File: src/rtl/mem_wbfifo_drain.sv
// Write-back FIFO: queues dirty cache lines and drains each one to DRAM as MW-bit beats
// over a wren/ack handshake. Optional line-address probe enabled by macro WBFIFO_PROBE_EN.
module mem_wbfifo_drain #(
  parameter int LOG2WBDATAWIDTH  = 9,
  parameter int LOG2MEMDATAWIDTH = 7,
  parameter int LOG2DEPTH        = 2
) (
  input  logic                              mem_clk,
  input  logic                              resetn,
  input  logic [31:0]                       wbaddr,
  input  logic [(2**LOG2WBDATAWIDTH)-1:0]   wbdata,
  input  logic                              wbwe,
  output logic                              wbfull,
  output logic                              wb_overflow,
  output logic [31:0]                       mem_address,
  output logic [(2**LOG2MEMDATAWIDTH)-1:0]  mem_writedata,
  output logic                              mem_wren,
  input  logic                              mem_ack,
  input  logic [31:0]                       probe_addr,
  output logic                              probe_hit,
  output logic                              dbg_state_o,
  output logic [LOG2DEPTH:0]                dbg_count_o
);

  localparam int WBW   = 2 ** LOG2WBDATAWIDTH;
  localparam int MW    = 2 ** LOG2MEMDATAWIDTH;
  localparam int DEPTH = 2 ** LOG2DEPTH;
  localparam int BEATS = 2 ** (LOG2WBDATAWIDTH - LOG2MEMDATAWIDTH);
  localparam int LB    = LOG2WBDATAWIDTH - 3;
  localparam int MB    = LOG2MEMDATAWIDTH - 3;
  localparam int TAGW  = 32 - LB;
  localparam int BW    = (LOG2WBDATAWIDTH > LOG2MEMDATAWIDTH) ?
                         (LOG2WBDATAWIDTH - LOG2MEMDATAWIDTH) : 1;

  // Handshake: a beat is offered while mem_wren=1 and is consumed on any edge where
  // mem_ack=1; address/data hold until then, and mem_ack with mem_wren=0 does nothing.
  typedef enum logic {
    IDLE = 1'b0,
    XFER = 1'b1
  } state_t;

  logic [TAGW-1:0]      tag_q  [DEPTH];
  logic [WBW-1:0]       data_q [DEPTH];
  logic [LOG2DEPTH-1:0] head_q;
  logic [LOG2DEPTH-1:0] tail_q;
  logic [LOG2DEPTH:0]   count_q;
  logic [LOG2DEPTH:0]   count_d;
  logic [BW-1:0]        beat_q;
  state_t               state_q;
  logic                 overflow_q;

  logic push;
  logic pop;
  logic last_beat;
  logic unused_wb_lo;

  assign unused_wb_lo = ^wbaddr[LB-1:0];

  // Full is judged on the registered count, so a pop in the same cycle cannot admit a push.
  assign wbfull    = (count_q == (LOG2DEPTH+1)'(DEPTH));
  assign push      = wbwe & ~wbfull;
  assign last_beat = (beat_q == BW'(BEATS - 1));
  assign pop       = (state_q == XFER) & mem_ack & last_beat;
  assign count_d   = count_q + (LOG2DEPTH+1)'(push) - (LOG2DEPTH+1)'(pop);

  always_ff @(posedge mem_clk or negedge resetn) begin
    if (!resetn) begin
      head_q     <= '0;
      tail_q     <= '0;
      count_q    <= '0;
      beat_q     <= '0;
      state_q    <= IDLE;
      overflow_q <= 1'b0;
    end else begin
      count_q <= count_d;
      if (push) tail_q <= tail_q + LOG2DEPTH'(1);
      if (wbwe && wbfull) overflow_q <= 1'b1;
      case (state_q)
        IDLE: if (count_q != '0) state_q <= XFER;
        XFER: begin
          if (mem_ack) begin
            if (last_beat) begin
              beat_q <= '0;
              head_q <= head_q + LOG2DEPTH'(1);
              if (count_d == '0) state_q <= IDLE;
            end else begin
              beat_q <= beat_q + BW'(1);
            end
          end
        end
        default: state_q <= IDLE;
      endcase
    end
  end

  // Line storage carries no reset; only the pointers and count define validity.
  always_ff @(posedge mem_clk) begin
    if (push) begin
      tag_q[tail_q]  <= wbaddr[31:LB];
      data_q[tail_q] <= wbdata;
    end
  end

  assign mem_wren      = (state_q == XFER);
  assign mem_address   = {tag_q[head_q], {LB{1'b0}}} + (32'(beat_q) << MB);
  assign mem_writedata = data_q[head_q][beat_q*MW +: MW];
  assign wb_overflow   = overflow_q;
  assign dbg_state_o   = state_q;
  assign dbg_count_o   = count_q;

`ifdef WBFIFO_PROBE_EN
  logic [LOG2DEPTH-1:0] probe_off;
  logic                 unused_probe_lo;

  assign unused_probe_lo = ^probe_addr[LB-1:0];

  // An entry is live when its distance from head is below count; the head line stays
  // live until the edge that pops it.
  always_comb begin
    probe_hit = 1'b0;
    probe_off = '0;
    for (int i = 0; i < DEPTH; i++) begin
      probe_off = LOG2DEPTH'(i) - head_q;
      if (({1'b0, probe_off} < count_q) && (tag_q[i] == probe_addr[31:LB]))
        probe_hit = 1'b1;
    end
  end
`else
  logic unused_probe;

  assign unused_probe = ^probe_addr;
  assign probe_hit    = 1'b0;
`endif

endmodule
File: config.mk
export PLATFORM = sky130hd
export DESIGN_NAME = mem_wbfifo_drain
export DESIGN_NICKNAME = d
export VERILOG_FILES = /design/src/rtl/mem_wbfifo_drain.sv
export SDC_FILE = /design/constraint.sdc
export NUM_CORES = 2
export LEC_CHECK = 0
export CAP_MARGIN = 20
export CORE_MARGIN = 2
export CORE_UTILIZATION = 55
export DETAILED_ROUTE_END_ITERATION = 6
export PLACE_DENSITY = 0.77
export RECOVER_POWER = 50
export SLEW_MARGIN = 10
export SYNTH_ARGS = -nofsm -noshare
export SYNTH_HDL_FRONTEND = slang
export SYNTH_SLANG_ARGS = --single-unit
File: constraint.sdc
create_clock -name mem_clk -period 21.9 [get_ports mem_clk]
set_clock_uncertainty 0.15 [all_clocks]
set_input_delay 2.19 -clock mem_clk [delete_from_list [all_inputs] [get_ports mem_clk]]
set_output_delay 2.19 -clock mem_clk [all_outputs]
set_load 0.02 [all_outputs]
Word level (Yosys, flattened, before mapping) --
Memories as Yosys holds them, arrays and structs flattened. Cells that the tools add are included.
Storage, ports and cells: bits in registers 11, latch bits 0, RAM bits 2152, memory bits (read-only) 0, input port bits 580, output and inout port bits 168, word-level logic and storage cells 35, memories 2
Operators by class: add/sub/neg operators 6, multiply operators 0, divide/modulo/power cells 0, $lt $le $gt $ge 0, eq/ne operators 2, shift operators 1, multiplexer cells 8, bitwise gates (word level) 5, reductions and logical operators 5
Memory list:
- data_q | words 4, width 512, rd ports 1, clocked after Yosys merged registers in 0, write ports 1, line 43 | logic [WBW-1:0] data_q [DEPTH];
- tag_q | words 4, width 26, rd ports 1, clocked after Yosys merged registers in 0, write ports 1, line 42 | logic [TAGW-1:0] tag_q [DEPTH];
Operator list (count):
- $shiftx A512 B10 Y128 | 1
- $add A32 B6 Y32 | 1
- $add A2 B1 Y2 const B | 3
- $mux W1 | 6
- $add A3 B1 Y3 | 1
- $and A1 B1 Y1 | 3
- $eq A3 B3 Y1 const B | 1
- $logic_not A3 Y1 | 1
- $reduce_and A3 Y1 | 1
- $reduce_bool A3 Y1 | 1
- $sub A3 B1 Y3 | 1
- $eq A2 B2 Y1 const B | 1
- $mux W2 | 1
- $not A1 Y1 | 2
- $pmux W1 S2 | 1
- $reduce_and A2 Y1 | 1
- $logic_and A1 B1 Y1 | 1

Logic depth before layout (Yosys ltp) --
depth after elaboration 10, depth in mapped cells 12, gate-level depth less buffers 11

Worst setup path before layout --
No wires, ideal clock.
path type input -> register, start input wbwe, end memory data_q[0][0] in the netlist's numbering, enable pin, library setup time 0.973 ns, arrival 14.709 ns, data required time 20.777 ns, slack 6.068 ns, stages 3, buffers on the path 1, cells stage by stage nor2b_1 clkbuf_1 and2_1
On the way: cells in the longest elaborated chain, start to end 3
RTL lines:
- start: declaration | line 12 | input logic wbwe,
- $and A1 B1 Y1 | line 61 | assign push = wbwe & ~wbfull;
- $mux W1 | line 98 | if (push) begin
- $mux W1 (not written as such) | line 100 | data_q[tail_q] <= wbdata;
- end: declaration | line 43
No other way between the ends.

Final worst setup path --
start register head_q[0], end output mem_writedata[123]
On the way: cells in the longest elaborated chain, start to end 2
RTL lines:
- start: declaration | line 44 | logic [LOG2DEPTH-1:0] head_q;
- start signal: assignment | line 84 | head_q <= head_q + LOG2DEPTH'(1);
- $mem_v2 Z4 W512
- $shiftx A512 B10 Y128 | line 106 | assign mem_writedata = data_q[head_q][beat_q*MW +: MW];
- end: declaration | line 16 | output logic [(2**LOG2MEMDATAWIDTH)-1:0] mem_writedata,
No other way between the ends.

==> out/qor.yml <==
seq_power_share_pct: 43.0
synthesis.area_um2: 81390
fillers: 9040
p_int_mw: 9.293
max_slew_margin_pct: -150.7
clock_power_share_pct: 24.7
setup_viol_count_final: 0
place_ws_ns: 13.34
place.gp.congestion: 0.7421
std_cell_rows: 141
vias_per_cell: 5.969
synth.top_cells.by_area: "sky130_fd_sc_hd__edfxtp_1 79%, sky130_fd_sc_hd__mux4_2 17%, sky130_fd_sc_hd__mux2i_1 0.89%"
htreeDepth: 4
timing.critical_path.arrival_ns: 6.81
synthDominantAreaCellType: "sky130_fd_sc_hd__edfxtp_1"
synth_warnings: 0
clkTransAtPathRegs_ns: 0.06
worst_path_max_delay_cell: "sky130_fd_sc_hd__dfrtp_4"
firstDrtPassIters: 5
drt.antenna.violating_nets: 0
critical_path_max_stage_delay_ns: 0.94
synthArstFlopShare_pct: 0.5086
postSynthAreaPerCell_um2: 25.42
floorplan.core_area_um2: 147300
ctsResizeCount: 0
run_status: "finished with violations"
tritoncts: "yes"
post_synthesis_cells: 3202
dpl.cell_count: 5719
groute.usage.overall_pct: 22.31
postCtsSetupBuffers: 0
switching_share_pct: 29.79
cts-hold-fix-buffers: 0
clock_insertion_delay_worst_skew_ns: 0.80
dieHeight_um: 388.7
route.detailed.drc: 0
setup.worst_path.start_class: "flop"
worst_slew_pin_slew_ns: 3.761
placement.io_buffers: 704
routed_wirelength_um: 167900
seqCellArea_um2: 64910
reported_net_switching_power_mw: 3.943
timing.critical_path.to_type: "primary output"
cts_made_buffers: 204
grt_pass1_vias: 38160
final_min_period_over_clock_period_pct: 41.78
finalNonFillerCells: 6175
setup_tns_ns: 0
required_ns: 19.56
timing.reg2reg.worst_path_depth: 7
grt_max_degree: 157
synth-edff-count: 2152
power.ir.vdd_worst_uv: 112.0
maxCapViolations: 4
holdCritPathClass: "flop to flop"
multi_input_area_um2: 15550
reg2reg_slack_ns: 14.50
grt_total_ovfl: 0
nNetsFinal: 4583
cts.root.buffer_cell: "sky130_fd_sc_hd__clkbuf_16"
clock_tree.buffer_depth: 3
min_period_ns: 9.150
report.final.hold_viol_count: 0
power_leakage_nw: 30.62
yosysMostFrequentCell: "sky130_fd_sc_hd__edfxtp_1"
floorplan.initialDensity_pct: 55.25
synthTopCellsByCount: "2152 x sky130_fd_sc_hd__edfxtp_1, 603 x sky130_fd_sc_hd__mux4_2, 72 x sky130_fd_sc_hd__mux2i_1"
floorplan.die.width_um: 388.7
wire_per_inst_um: 27.20
worstPathMaxFanout: 47
post-route-worst-setup-slack_ns: 12.75
grt_first_pass_wirelength_um: 248800
num_io_pins: 748
violations: "max-capacitance violations, max-slew violations"
post_synthesis_sequential_area_ratio_pct: 79.74
grt_setup_unrepaired: "false"
synthesis_to_layout_area_growth_pct: 19.02
worst_hold_path.endpoint: "wb_overflow"
fmax_mhz: 109.3
critical_path.reg2reg.endpoint: "data_q[1][17]"
combinationalPowerShare_pct: 32.4
setup.worst_path.class: "flop to primary output"
ys_ff_latch: 2163
dr_total_vias: 36860
slew_viol_final: 156
synth_top_area_share_pct: 79.40
initial_antenna_violation_count: 168
count_of_different_cell_masters_after_synthesis: 33
synth-main-ff-cell: "sky130_fd_sc_hd__edfxtp_1"
cts_sinks: 2163
worst_hold_path_depth: 1
holdCritStartpoint: "wb_overflow"
power_density_nw_per_um2: 136.6
cell_seen_most_often_among_critical_path_stages: "sky130_fd_sc_hd__buf_4"
detailedRoute.firstIterationViolations: 3080
die_area_um2: 151100
place.detailed.hpwl_um: 99680
timing.critical_path.cells: "buf_4 -> buf_4 -> buf_4 -> buf_4 -> mux4_2 -> mux4_2 -> clkdlybuf4s50_1"
regToRegStartpoint: "dbg_count_o[2]"
share_of_final_layout_standard_cells_stronger_than_drive_strength_1_pct: 21.94
==> registers in the layout, summed over array words and instances (netlist names) <==
register,count
dbg_count_o,3
tag_q,104
wb_overflow,1
tail_q,2
beat_q,2
head_q,2
dbg_state_o,1
data_q,2048
==> routing by layer <==
metal  vias up  wire, um  track usage [%]
met1     19380     62190            28.62
met3       422     14900            7.027
met4        98      4517            6.912
li1      15660         -                -
met2      1299     85690            36.77
met5         -       624                0
==> area by class of cell <==
cell class	count	area share, %
Clock inverter	108	0.8770
Tap cell	1930	2.493
Antenna cell	89	0.2299
Timing Repair Buffer	755	7.774
Inverter	8	0.03875
Multi-Input combinational cell	863	16.05
Clock buffer	259	5.527
Sequential cell	2163	67.01
==> critical path: cells and delay by family, from the launching register on <==
family / cells / cell delay, ns
mux: 2 / 1.10
flops: 1 / 0.94
buf+inv: 5 / 3.74
==> placed cells by master (no fill, tap or decap), types with 2 or more instances in the layout <==
cell and count:
sky130_fd_sc_hd__bufinv_16 8, sky130_fd_sc_hd__dlygate4sd3_1 540, sky130_fd_sc_hd__o22ai_1 10, sky130_fd_sc_hd__clkbuf_1 56
sky130_fd_sc_hd__clkinvlp_4 2, sky130_fd_sc_hd__clkinv_2 25, sky130_fd_sc_hd__and2_4 2, sky130_fd_sc_hd__nor2b_1 34
sky130_fd_sc_hd__inv_6 3, sky130_fd_sc_hd__diode_2 89, sky130_fd_sc_hd__buf_4 39, sky130_fd_sc_hd__a21oi_1 42
sky130_fd_sc_hd__clkinv_16 4, sky130_fd_sc_hd__a21o_1 2, sky130_fd_sc_hd__buf_12 9, sky130_fd_sc_hd__clkinv_1 60
sky130_fd_sc_hd__xnor2_1 5, sky130_fd_sc_hd__dfrtp_1 8, sky130_fd_sc_hd__and2_0 2, sky130_fd_sc_hd__edfxtp_1 2152
sky130_fd_sc_hd__clkdlybuf4s50_1 164, sky130_fd_sc_hd__nand2_1 16, sky130_fd_sc_hd__mux2i_1 72, sky130_fd_sc_hd__inv_1 7
sky130_fd_sc_hd__o221ai_1 20, sky130_fd_sc_hd__ha_1 7, sky130_fd_sc_hd__conb_1 5, sky130_fd_sc_hd__clkbuf_16 206
sky130_fd_sc_hd__dfrtp_4 3, sky130_fd_sc_hd__clkinv_8 6, sky130_fd_sc_hd__mux4_2 603, sky130_fd_sc_hd__a211oi_1 33
==> power by group through the flow <==
stage / Combinational, mW / Sequential (mW) / Clock, mW
after global placement: 4.35 / 5.71 / 0
after global routing: 4.55 / 5.75 / 3.49
after floorplan: 2.91 / 6.17 / 0
after CTS: 4.40 / 5.69 / 3.34
after detailed placement: 4.37 / 5.77 / 0
final: 4.29 / 5.69 / 3.27
==> cell families (layout without fill, tap and decap cells) <==
group / count (synthesis) / after routing / synth area share (%)
xor gates and xnor gates: 5 / 5 / 0.05380
and+or+nand+nor: 59 / 59 / 0.4043
buffers and inverters: 180 / 1130 / 1.179
adders and majority gates: 8 / 8 / 0.1322
muxes: 676 / 676 / 17.59
other: 1 / 94 / 0.004608
DFF: 2163 / 2163 / 79.74
AOI/OAI and AO/OA: 110 / 110 / 0.9009
==> metrics by stage <==
step / hold WS [ns] / util (%) / instance area [um^2] / power [mW]
6_report: 0.3051 / 65.76 / 96870 / 13.24
5_1_grt: 0.3249 / 65.66 / 96720 / 13.79
4_1_cts: 0.3074 / 65.62 / 96670 / 13.43
3_5_place_dp: 0.2935 / 61.41 / 90460 / 10.13
3_3_place_gp: 0.2876 / 61.41 / 90460 / 10.06
2_1_floorplan: 0.4154 / - / 81400 / 9.072
==> how the worst max path moves through the flow <==
stage | start | to | slack [ns] | depth (start not counted)
final | head_q[0] | mem_writedata[123] | 12.75 | 7
after global routing | head_q[0] | mem_writedata[123] | 12.06 | 7
after CTS | head_q[0] | mem_writedata[123] | 12.41 | 7
after detailed placement | head_q[0] | mem_writedata[123] | 13.34 | 7
after global placement | head_q[0] | mem_writedata[123] | 13.35 | 7
after floorplan | wbwe | data_q[0][0] | 6.07 | 3
No activity file was read; power rests on OpenSTA's default activity.
